### config.mk
export PLATFORM = sky130hd
export DESIGN_NAME = neuron_mac_unit
export DESIGN_NICKNAME = d
export VERILOG_FILES = /design/src/rtl/neuron_mac_unit.sv
export SDC_FILE = /design/constraint.sdc
export NUM_CORES = 1
export LEC_CHECK = 0
export ABC_AREA = 1
export CAP_MARGIN = 20
export CORE_ASPECT_RATIO = 0.75
export CORE_MARGIN = 2
export CORE_UTILIZATION = 64
export CTS_CLUSTER_SIZE = 14
export DETAILED_ROUTE_END_ITERATION = 10
export PLACE_DENSITY = 0.87
export SLEW_MARGIN = 20
export SYNTH_ARGS = -nofsm -noshare
export SYNTH_HDL_FRONTEND = slang
export SYNTH_SLANG_ARGS = --single-unit
### constraint.sdc
create_clock -name clk -period 10.5 [get_ports clk]
set_clock_uncertainty 0.05 [all_clocks]
set_input_delay 2.1 -clock clk [delete_from_list [all_inputs] [get_ports clk]]
set_output_delay 2.1 -clock clk [all_outputs]
set_load 0.02 [all_outputs]
### src/rtl/neuron_mac_unit.sv
// -----------------------------------------------------------------------------
// neuron_mac_unit
//
// One neuron of a layer. It sits directly downstream of RAMMux, with one
// instance for each weightN/writeN pair.
//
// Operation:
//   - Loads N_INPUTS signed weights from the weight RAM path while idle.
//   - On a rising edge of sum_trigger, runs a sequential multiply-accumulate
//     of those weights against the unsigned layer input vector.
//   - Scales the sum by an arithmetic right shift and applies the activation.
//   - Presents the output on result, together with a one-cycle done pulse.
//
// Configuration macro: NEURON_RELU_EN
//   defined   : ReLU with unsigned saturation to [0, 2^W_WIDTH-1]
//   undefined : two's-complement truncation of the scaled sum to W_WIDTH bits
//
// Ports:
//   clk           in   1                  rising-edge clock
//   reset         in   1                  synchronous, active-high
//   weight        in   W_WIDTH            signed weight byte from RAMMux
//   write         in   1                  weight write strobe (honoured in IDLE only)
//   unit_address  in   clog2(N_INPUTS)    weight slot index
//   sum_trigger   in   1                  start request (rising-edge detected)
//   x_in          in   N_INPUTS*W_WIDTH   unsigned inputs, slot i at [i*W_WIDTH +: W_WIDTH]
//   result        out  W_WIDTH            neuron output, held until the next done
//   done          out  1                  one-cycle pulse when result updates
//   busy          out  1                  high in every state except IDLE
//
// States:
//   IDLE | accept weight writes, wait for a sum_trigger rising edge
//   LOAD | capture x_in, clear accumulator and slot index
//   MAC  | one weight*input product per cycle into the accumulator
//   ACT  | scale, activate, update result and pulse done
// -----------------------------------------------------------------------------
module neuron_mac_unit #(
  parameter int N_INPUTS  = 4,
  parameter int W_WIDTH   = 8,
  parameter int ACC_WIDTH = 20,
  parameter int FRAC_BITS = 7,
  localparam int IDX_W    = (N_INPUTS > 1) ? $clog2(N_INPUTS) : 1
) (
  input  logic                         clk,
  input  logic                         reset,
  input  logic [W_WIDTH-1:0]           weight,
  input  logic                         write,
  input  logic [IDX_W-1:0]             unit_address,
  input  logic                         sum_trigger,
  input  logic [N_INPUTS*W_WIDTH-1:0]  x_in,
  output logic [W_WIDTH-1:0]           result,
  output logic                         done,
  output logic                         busy
);

  localparam int PROD_W = 2*W_WIDTH + 1;
  localparam logic [IDX_W-1:0] LAST_IDX = IDX_W'(N_INPUTS - 1);

  typedef enum logic [1:0] {
    IDLE = 2'd0,
    LOAD = 2'd1,
    MAC  = 2'd2,
    ACT  = 2'd3
  } state_t;

  state_t                     state;
  logic                       trig_prev;
  logic                       trig_edge;
  logic signed [W_WIDTH-1:0]  wreg [N_INPUTS];
  logic        [W_WIDTH-1:0]  xreg [N_INPUTS];
  logic signed [ACC_WIDTH-1:0] acc;
  logic        [IDX_W-1:0]    idx;

  logic signed [PROD_W-1:0]    w_ext;
  logic signed [PROD_W-1:0]    x_ext;
  logic signed [PROD_W-1:0]    prod;
  logic signed [ACC_WIDTH-1:0] prod_ext;
  logic        [W_WIDTH-1:0]   act_val;

  assign trig_edge = sum_trigger & ~trig_prev;

  // Weight is sign-extended and input zero-extended to the full product width.
  // This makes the low PROD_W bits of the product the exact signed result.
  always_comb begin
    w_ext    = {{(W_WIDTH+1){wreg[idx][W_WIDTH-1]}}, wreg[idx]};
    x_ext    = {{(W_WIDTH+1){1'b0}}, xreg[idx]};
    prod     = w_ext * x_ext;
    prod_ext = {{(ACC_WIDTH-PROD_W){prod[PROD_W-1]}}, prod};
  end

`ifdef NEURON_RELU_EN
  localparam logic signed [ACC_WIDTH-1:0] SAT_MAX = ACC_WIDTH'((2**W_WIDTH) - 1);
  logic signed [ACC_WIDTH-1:0] scaled;

  always_comb begin
    scaled  = acc >>> FRAC_BITS;
    act_val = '0;
    if (scaled < 0)
      act_val = '0;
    else if (scaled > SAT_MAX)
      act_val = '1;
    else
      act_val = scaled[W_WIDTH-1:0];
  end
`else
  always_comb begin
    act_val = W_WIDTH'(acc >>> FRAC_BITS);
  end
`endif

  always_ff @(posedge clk) begin
    if (reset) begin
      state     <= IDLE;
      trig_prev <= 1'b0;
      acc       <= '0;
      idx       <= '0;
      result    <= '0;
      done      <= 1'b0;
      busy      <= 1'b0;
      for (int i = 0; i < N_INPUTS; i++) begin
        wreg[i] <= '0;
        xreg[i] <= '0;
      end
    end else begin
      trig_prev <= sum_trigger;
      done      <= 1'b0;
      case (state)
        IDLE: begin
          // A write and a trigger in the same cycle both take effect.
          // The new weight is in place before the first MAC cycle reads it.
          if (write && (int'(unit_address) < N_INPUTS))
            wreg[unit_address] <= weight;
          if (trig_edge) begin
            state <= LOAD;
            busy  <= 1'b1;
          end
        end
        LOAD: begin
          for (int i = 0; i < N_INPUTS; i++)
            xreg[i] <= x_in[i*W_WIDTH +: W_WIDTH];
          acc   <= '0;
          idx   <= '0;
          state <= MAC;
        end
        MAC: begin
          acc <= acc + prod_ext;
          if (idx == LAST_IDX)
            state <= ACT;
          else
            idx <= idx + 1'b1;
        end
        ACT: begin
          result <= act_val;
          done   <= 1'b1;
          busy   <= 1'b0;
          state  <= IDLE;
        end
        default: begin
          state <= IDLE;
          busy  <= 1'b0;
        end
      endcase
    end
  end

endmodule

* Word level (Yosys, flattened, before mapping)
Memory sizes are Yosys's and may differ from the RTL's. A register that Yosys moved wholly into a read port is not among the register bits.
Cells that the tools add are included.
** Word-level totals
- Output and inout bits :: 10
- Memories kept :: 2
- Word-level logic and storage cells :: 61
- Bits in registers :: 35
- Input port bits :: 46
- RAM bits :: 64
** Memory list
- wreg :: depth 4, bits a word 8, read ports 1, clocked after memory_dff 1, write ports 4, line 68 : logic signed [W_WIDTH-1:0] wreg [N_INPUTS];
- xreg :: depth 4, bits a word 8, read ports 1, clocked after memory_dff 1, write ports 4, line 69 : logic [W_WIDTH-1:0] xreg [N_INPUTS];
** Operators by class
- Multipliers :: 1
- Mux-type cells :: 29
- Bitwise gates (word level) :: 6
- Equal/unequal tests :: 7
- Reduce and logical (&&, ||, !) cells :: 7
- Add/subtract/negate cells :: 2
** Operators by type and width (number)
- $mux W8 :: 5
- $pmux W20 S2 :: 1
- $add A20 B17 Y20 :: 1
- $mul A8 B9 Y17 :: 1
- $mux W2 :: 8
- $mux W1 :: 12
- $pmux W2 S4 :: 1
- $reduce_or A8 Y1 :: 1
- $eq A2 B2 Y1 const B :: 3
- $ne A2 B2 Y1 const B :: 3
- $reduce_and A2 Y1 :: 3
- $or A1 B1 Y1 :: 4
- $pmux W2 S2 :: 1
- $reduce_bool A2 Y1 :: 2
- $add A2 B1 Y2 const B :: 1
- $eq A2 B1 Y1 const B :: 1
- $logic_not A2 Y1 :: 1
- $pmux W1 S2 :: 1
- $and A1 B1 Y1 :: 1
- $not A1 Y1 :: 1

* Depth between registers and ports, before layout
Gate-level depths: netlist of the first run.
- Word-level depth :: 6
- Gate-level depth with buffers :: 27
- Gate-level depth less buffers :: 26

* Least setup slack after synthesis of the first run
No wires, ideal clock.
- Path kind :: register to register
- Start point :: register (tool-made name)
- End point :: register acc[12]
- Cell stages (with the launch flop) :: 21
- Path buffers :: 2
- Arrival :: 4.732 ns
- Required time :: 10.318 ns
- Library setup time :: 0.132 ns
- Slack :: 5.586 ns
- Period minus slack after synthesis :: 4.914 ns
- Cell sequence :: dfxtp_1 > inv_1 > buf_4 > buf_4 > a21oi_1 > a32oi_2 > nand2_1 > fa_1 > fa_1 > inv_1 > fa_1 > fa_1 > fa_1 > ha_1 > inv_1 > o31ai_1 > nand2_1 > nand2_1 > a21oi_1 > o21ai_0 > a21oi_1
** RTL lines
- to (signal assigned) :: line 145 : acc <= acc + prod_ext;
- to (decl) :: line 70 : logic signed [ACC_WIDTH-1:0] acc;

==> qor.yml, run 1 <==
clkTransAtPathRegs_ps: 80
vias_per_cell: 5.50
cp.required_ps: 10720
yosys.area.top_type: "edfxtp_1"
post-route-period-util: 0.561
synth_most_common_cell: "inv_1"
holdCritPathClass: "reg -> reg"
netlist_instances: 749
maxSlewViolCount: 0
port_buffers: 55
ys.flop_type: "edfxtp_1"
ioPinCount: 56
critPathMostFrequentCell: "fa_1"
wirelength_mm: 15.9
syn_nets: 892
postCtsSetupBuffers: 0
intPower_w: 0.00127
antenna_found_initial: 0
crit_family: "adder cells"
hp-start: "acc[6]"
pwr-share-seq: 0.205
p_clk_frac: 0.129
cts_max_path_buffers: 2
synthTopCellsByArea: "edfxtp_1 29%, fa_1 15%, dfxtp_1 9.6%"
grt-ovfl-total: 0
synthArstFlopShare: 0
timing.setup.tns_ps: 0
ys.warnings.count: 0
drc: 1
vias: 5184
cts_resized: 0
synth_edf_count: 64
dpl_cell_area_um2: 7310
seq_area_um2: 2560
rrSetupSlack_ps: 4610
first_pass_iters: 10
netlist_area_um2: 6700
cts_buffers: 9
p_leak_nw: 3.65
finalNetCount: 944
slew_headroom: 0.348
final_cell_area_um2: 7620
first_iter_violations: 536
multiInputGateArea_um2: 3430
synth.top_cell.area_share: 0.287
power.net_switching_w: 0.00131
p_sw_frac: 0.506
end_kind: "register"
crit_path_max_incr_delay_ps: 520
grt_pass1_wl_mm: 26.3
cts_root_buf: "clkbuf_16"
first_global_vias: 5363
drive_gt1_frac: 0.0682
cts_hold_buffers: 0
critPathMaxFanout: 34
rsz0062_at_grt: "no"
clock.fmax_ghz: 0.170
gp_congestion: 0.970
status: "complete, but fails checks"
startpoint_type: "register"
die_h_um: 92.6
floorplan.initialDensity: 0.653
wl_per_cell_um: 16.9
ys_types: 32
ys_seq_area_frac: 0.383
violations: "design-rule violations"
peakVddDrop_mv: 0.251
path_cells: "buf_4 > inv_2 > nand2_1 > a32oi_4 > nand2_1 > fa_1 > fa_1 > inv_1 > fa_1 > fa_1 > fa_1 > ha_1 > a21o_1 > o21bai_1 > a21oi_1 > nor2_1 > nor2_1 > nand2_1 > a21oi_1"
hold_violations: 0
fin_crit_ps: 5890
fillers: 720
cp_num_buf_inv: 3
dp_slack_ps: 4750
p_total_w: 0.00258
clock_sinks: 96
yosys_register_bits: 96
pwr_density_cell_nw_per_um2: 338
whs_path_depth: 2
clk_latency_ps: 350
synth.avg_cell_area_um2: 8.94
ant_nets: 0
core_region_area_um2: 10200
htree_levels: 3
die_area_um2: 11300
hpwl_mm: 11.7
row_count: 32
r2r.worst_path.cells: 19
critPathKind: "reg -> reg"
cp.arrival_ps: 6110
r2r-end: "acc[9]"
power.share.combinational: 0.666
worst_pin_slew_ps: 975
critPathSlowestCell: "fa_1"
diodes: 0
die_width_um: 122
areaGrowthSynthToFinish_pct: 13.9
grt_usage: 0.305
synthTopCellsByCount: "142 x inv_1, 137 x nand2_1, 127 x nor2_1, 64 x edfxtp_1, 50 x fa_1"
setup_viol: 0
cts_tree: "done"
whs_ps: 422
fin_ws_ps: 4610
whs_endpoint: "acc[6]"
maxCapViolCount: 0
grt_start_max_net_pins: 35
-- cells by family (layout without fill, tap and decap cells) --
kind of cell,Yosys count,after routing,share of synthesized area
AO/OA/AOI/OAI,89,89,0.101
XOR/XNOR,2,2,0.00262
adder cells (fa/ha/maj),97,97,0.237
buffers and inverters,172,229,0.105
flip-flops,96,96,0.383
AND/OR/NAND/NOR,293,293,0.172
-- metrics by stage --
| stage | cells | util |
|---|---|---|
| finish | 942 | 0.744 |
| CTS | 941 | 0.742 |
| global route | 942 | 0.744 |
| global placement | 925 | 0.713 |
| floorplan | 749 | - |
| detailed placement | 925 | 0.713 |
-- placed cells by master, fill, tap and decap left out, types with 2 or more instances in the layout --
cell / n
nand3_1: 15
a32oi_4: 4
ha_1: 47
clkbuf_16: 9
clkdlybuf4s50_1: 55
edfxtp_1: 64
inv_1: 142
nand2_2: 7
o21bai_1: 2
a32oi_2: 10
nor3_1: 3
clkinv_4: 3
fa_1: 50
buf_4: 2
inv_8: 2
dfxtp_1: 32
nor2_1: 127
nand2_1: 137
o21ai_0: 21
nand4_1: 2
a21oi_1: 45
inv_2: 12
-- worst max path at each step --
| stage | startpoint | end | slack, ps | cells past startpoint |
|---|---|---|---|---|
| 2_1_floorplan | register | acc[12] | 5590 | 20 |
| 4_1_cts | register | acc[9] | 4740 | 19 |
| 5_1_grt | register | acc[9] | 4300 | 21 |
| 6_report | register | acc[9] | 4610 | 19 |
| 3_3_place_gp | register | acc[13] | 4810 | 21 |
| 3_5_place_dp | register | acc[9] | 4750 | 21 |
-- flip-flops by register name, indices dropped and copies added (netlist names), named ones only --
signal and cells:
wreg 32, xreg 32, acc 15, result 8
idx 2, state 2, busy 1, done 1
trig_prev 1
-- final cells by class --
type	count	share of cell area
clock inverter	7	0.00968
clock buffer	9	0.0295
sequential	96	0.336
multi-input combinational	481	0.450
timing repair buffer	58	0.0761
tap	136	0.0223
inverter	155	0.0763
-- worst min-delay path: cells and delay by family, from the launching register on --
kind,cells,cell delay [ps]
flops,1,320
compound gates,1,50
simple gates,1,60
-- power by group through the flow --
stage / combinational, W / sequential [W] / clock, W
floorplan: 0.00126 / 0.000532 / 0
global placement: 0.00159 / 0.000533 / 0
detailed placement: 0.00165 / 0.000534 / 0
CTS: 0.00169 / 0.000529 / 0.000336
global route: 0.00195 / 0.000536 / 0.000351
finish: 0.00172 / 0.000530 / 0.000333
-- per-layer routing --
layer / routed length [µm] / up-vias / global-route usage / part of all wire
met3: 1420 / 35 / 0.0696 / 0.089
met4: 286 / 0 / 0.0785 / 0.018
li1: - / 2449 / - / -
met5: 0 / - / 0 / 0
met1: 6800 / 2457 / 0.433 / 0.43
met2: 7370 / 243 / 0.480 / 0.46
Power figures use the tool's default switching activity.
==> run 2, diff against run 1 <==
CORE_UTILIZATION = 59   (was 64)
PLACE_DENSITY = 0.81   (was 0.87)
clock period = 5.5 ns   (was 10.5 ns; I/O delays follow)
==> qor.yml, run 2 (synthesis gave the netlist of run 1 again) <==
p_leak_nw: 3.72
p_total_w: 0.00495
critPathMaxFanout: 31
peakVddDrop_mv: 0.534
htree_levels: 3
diodes: 0
critPathMostFrequentCell: "fa_1"
critPathSlowestCell: "fa_1"
rrSetupSlack_ps: 280
fin_crit_ps: 5220
cts_max_path_buffers: 2
maxCapViolCount: 0
hold_violations: 0
rsz0062_at_grt: "no"
fin_ws_ps: 281
drive_gt1_frac: 0.0857
hpwl_mm: 11.6
r2r-end: "acc[9]"
cp.arrival_ps: 5440
final_cell_mix: "142 x inv_1, 137 x nand2_1, 125 x nor2_1"
die_width_um: 127
grt_pass1_wl_mm: 24.7
whs_endpoint: "acc[9]"
cp.required_ps: 5720
die_h_um: 96.3
row_count: 33
placed_cells: 938
vias: 5158
antenna_found_initial: 0
status: "finished clean"
holdCritPathClass: "reg -> reg"
first_global_vias: 5124
cts_hold_buffers: 0
reg.largest.list: "wreg x32, xreg x32, acc x15"
final_cell_area_um2: 7770
worst_pin_slew_ps: 948
core_region_area_um2: 11000
wl_met1_mm: 6.81
gp_congestion: 0.955
grt_start_max_net_pins: 33
dp_slack_ps: 208
grt-ovfl-total: 0
clk_latency_ps: 350
die_area_um2: 12200
whs_path_depth: 2
wl_per_cell_um: 15.9
fillers: 839
grt_usage: 0.262
highest_layer: "met4"
pwr_density_cell_nw_per_um2: 636
critPathKind: "reg -> reg"
cp_num_buf_inv: 3
cts_root_buf: "clkbuf_16"
timing.setup.tns_ps: 0
stdcell_count: 957
final_common_cell: "inv_1"
dpl_cell_area_um2: 7410
cts_tree: "done"
hp-start: "acc[9]"
areaGrowthSynthToFinish_pct: 16.1
vias_per_cell: 5.39
post-route-period-util: 0.949
path_cells: "inv_2 > buf_12 > nand2_1 > a32oi_4 > nand2_1 > fa_1 > fa_1 > inv_1 > fa_1 > fa_1 > fa_1 > ha_1 > a21o_1 > o21bai_1 > a21oi_1 > nor2_1 > nor2_1 > nand2_1 > a21oi_1"
r2r.worst_path.cells: 19
wl_met3_mm: 1.18
port_buffers: 55
slew_headroom: 0.366
clock.fmax_ghz: 0.192
ioPinCount: 56
clkTransAtPathRegs_ps: 80
crit_path_max_incr_delay_ps: 520
ant_nets: 0
first_iter_violations: 397
clock_sinks: 96
crit_family: "adder cells"
maxSlewViolCount: 0
drc: 0
first_pass_iters: 5
cts_buffers: 9
end_kind: "register"
startpoint_type: "register"
setup_viol: 0
wl_met2_mm: 6.95
wirelength_mm: 15.2
floorplan.initialDensity: 0.610
finalNetCount: 955
==> run 2: cell types whose count changed in the layout (fill, tap and decap cells not counted), moves of 2 or more <==
cell / previous run / this run
buf_12: 0 / 2
buf_4: 2 / 10
clkinv_4: 3 / 1
nor2_1: 127 / 125
nor2_2: 0 / 2
==> run 2: metal layers <==
metal,vias up,global-route usage
li1,2477,-
met1,2460,0.373
met2,200,0.417
met3,21,0.0528
met4,0,0.0678
met5,-,0
==> run 2: stage by stage <==
step | utilization | hold WS [ps]
after global routing | 0.708 | 451
after global placement | 0.675 | 405
after floorplan | - | 395
final | 0.708 | 422
after CTS | 0.704 | 425
after detailed placement | 0.675 | 413
==> run 2: what timing repair did <==
action / 4_1_cts / 5_1_grt
buffers inserted: 0 / 2
resized for setup: 0 / 6
endpoints found under the setup margin: 0 / 6
==> run 2: layout make-up <==
cell class,count,area (µm²),area share
inverter,155,582,0.0749
clock inverter,7,95.1,0.0122
timing repair buffer,69,692,0.0890
multi-input combinational,481,3440,0.443
tap,140,175,0.0225
sequential,96,2560,0.330
clock buffer,9,225,0.0290
==> run 2: report_power, final <==
part / total (W) / switching (W) / internal [W] / leakage (nW)
clock: 0.000680 / 0.000312 / 0.000368 / 0.157
sequential: 0.00102 / 0.0000824 / 0.000937 / 0.931
combinational: 0.00325 / 0.00203 / 0.00121 / 2.63
==> run 2: worst reg2reg max path: cells and delay by family, from the launching register on <==
kind / cells / cell delay [ps]
fa+ha+maj: 6 / 2830
flops: 1 / 380
compound gates: 5 / 1110
buf+inv: 3 / 310
simple gates: 5 / 480
==> run 2: worst max-delay path by stage <==
stage / to / slack [ps] / depth (start not counted)
after global placement: acc[9] / 330 / 20
after detailed placement: acc[9] / 210 / 20
after floorplan: acc[12] / 590 / 20
final: acc[9] / 280 / 19
after CTS: acc[9] / 180 / 20
after global routing: acc[13] / 10 / 21
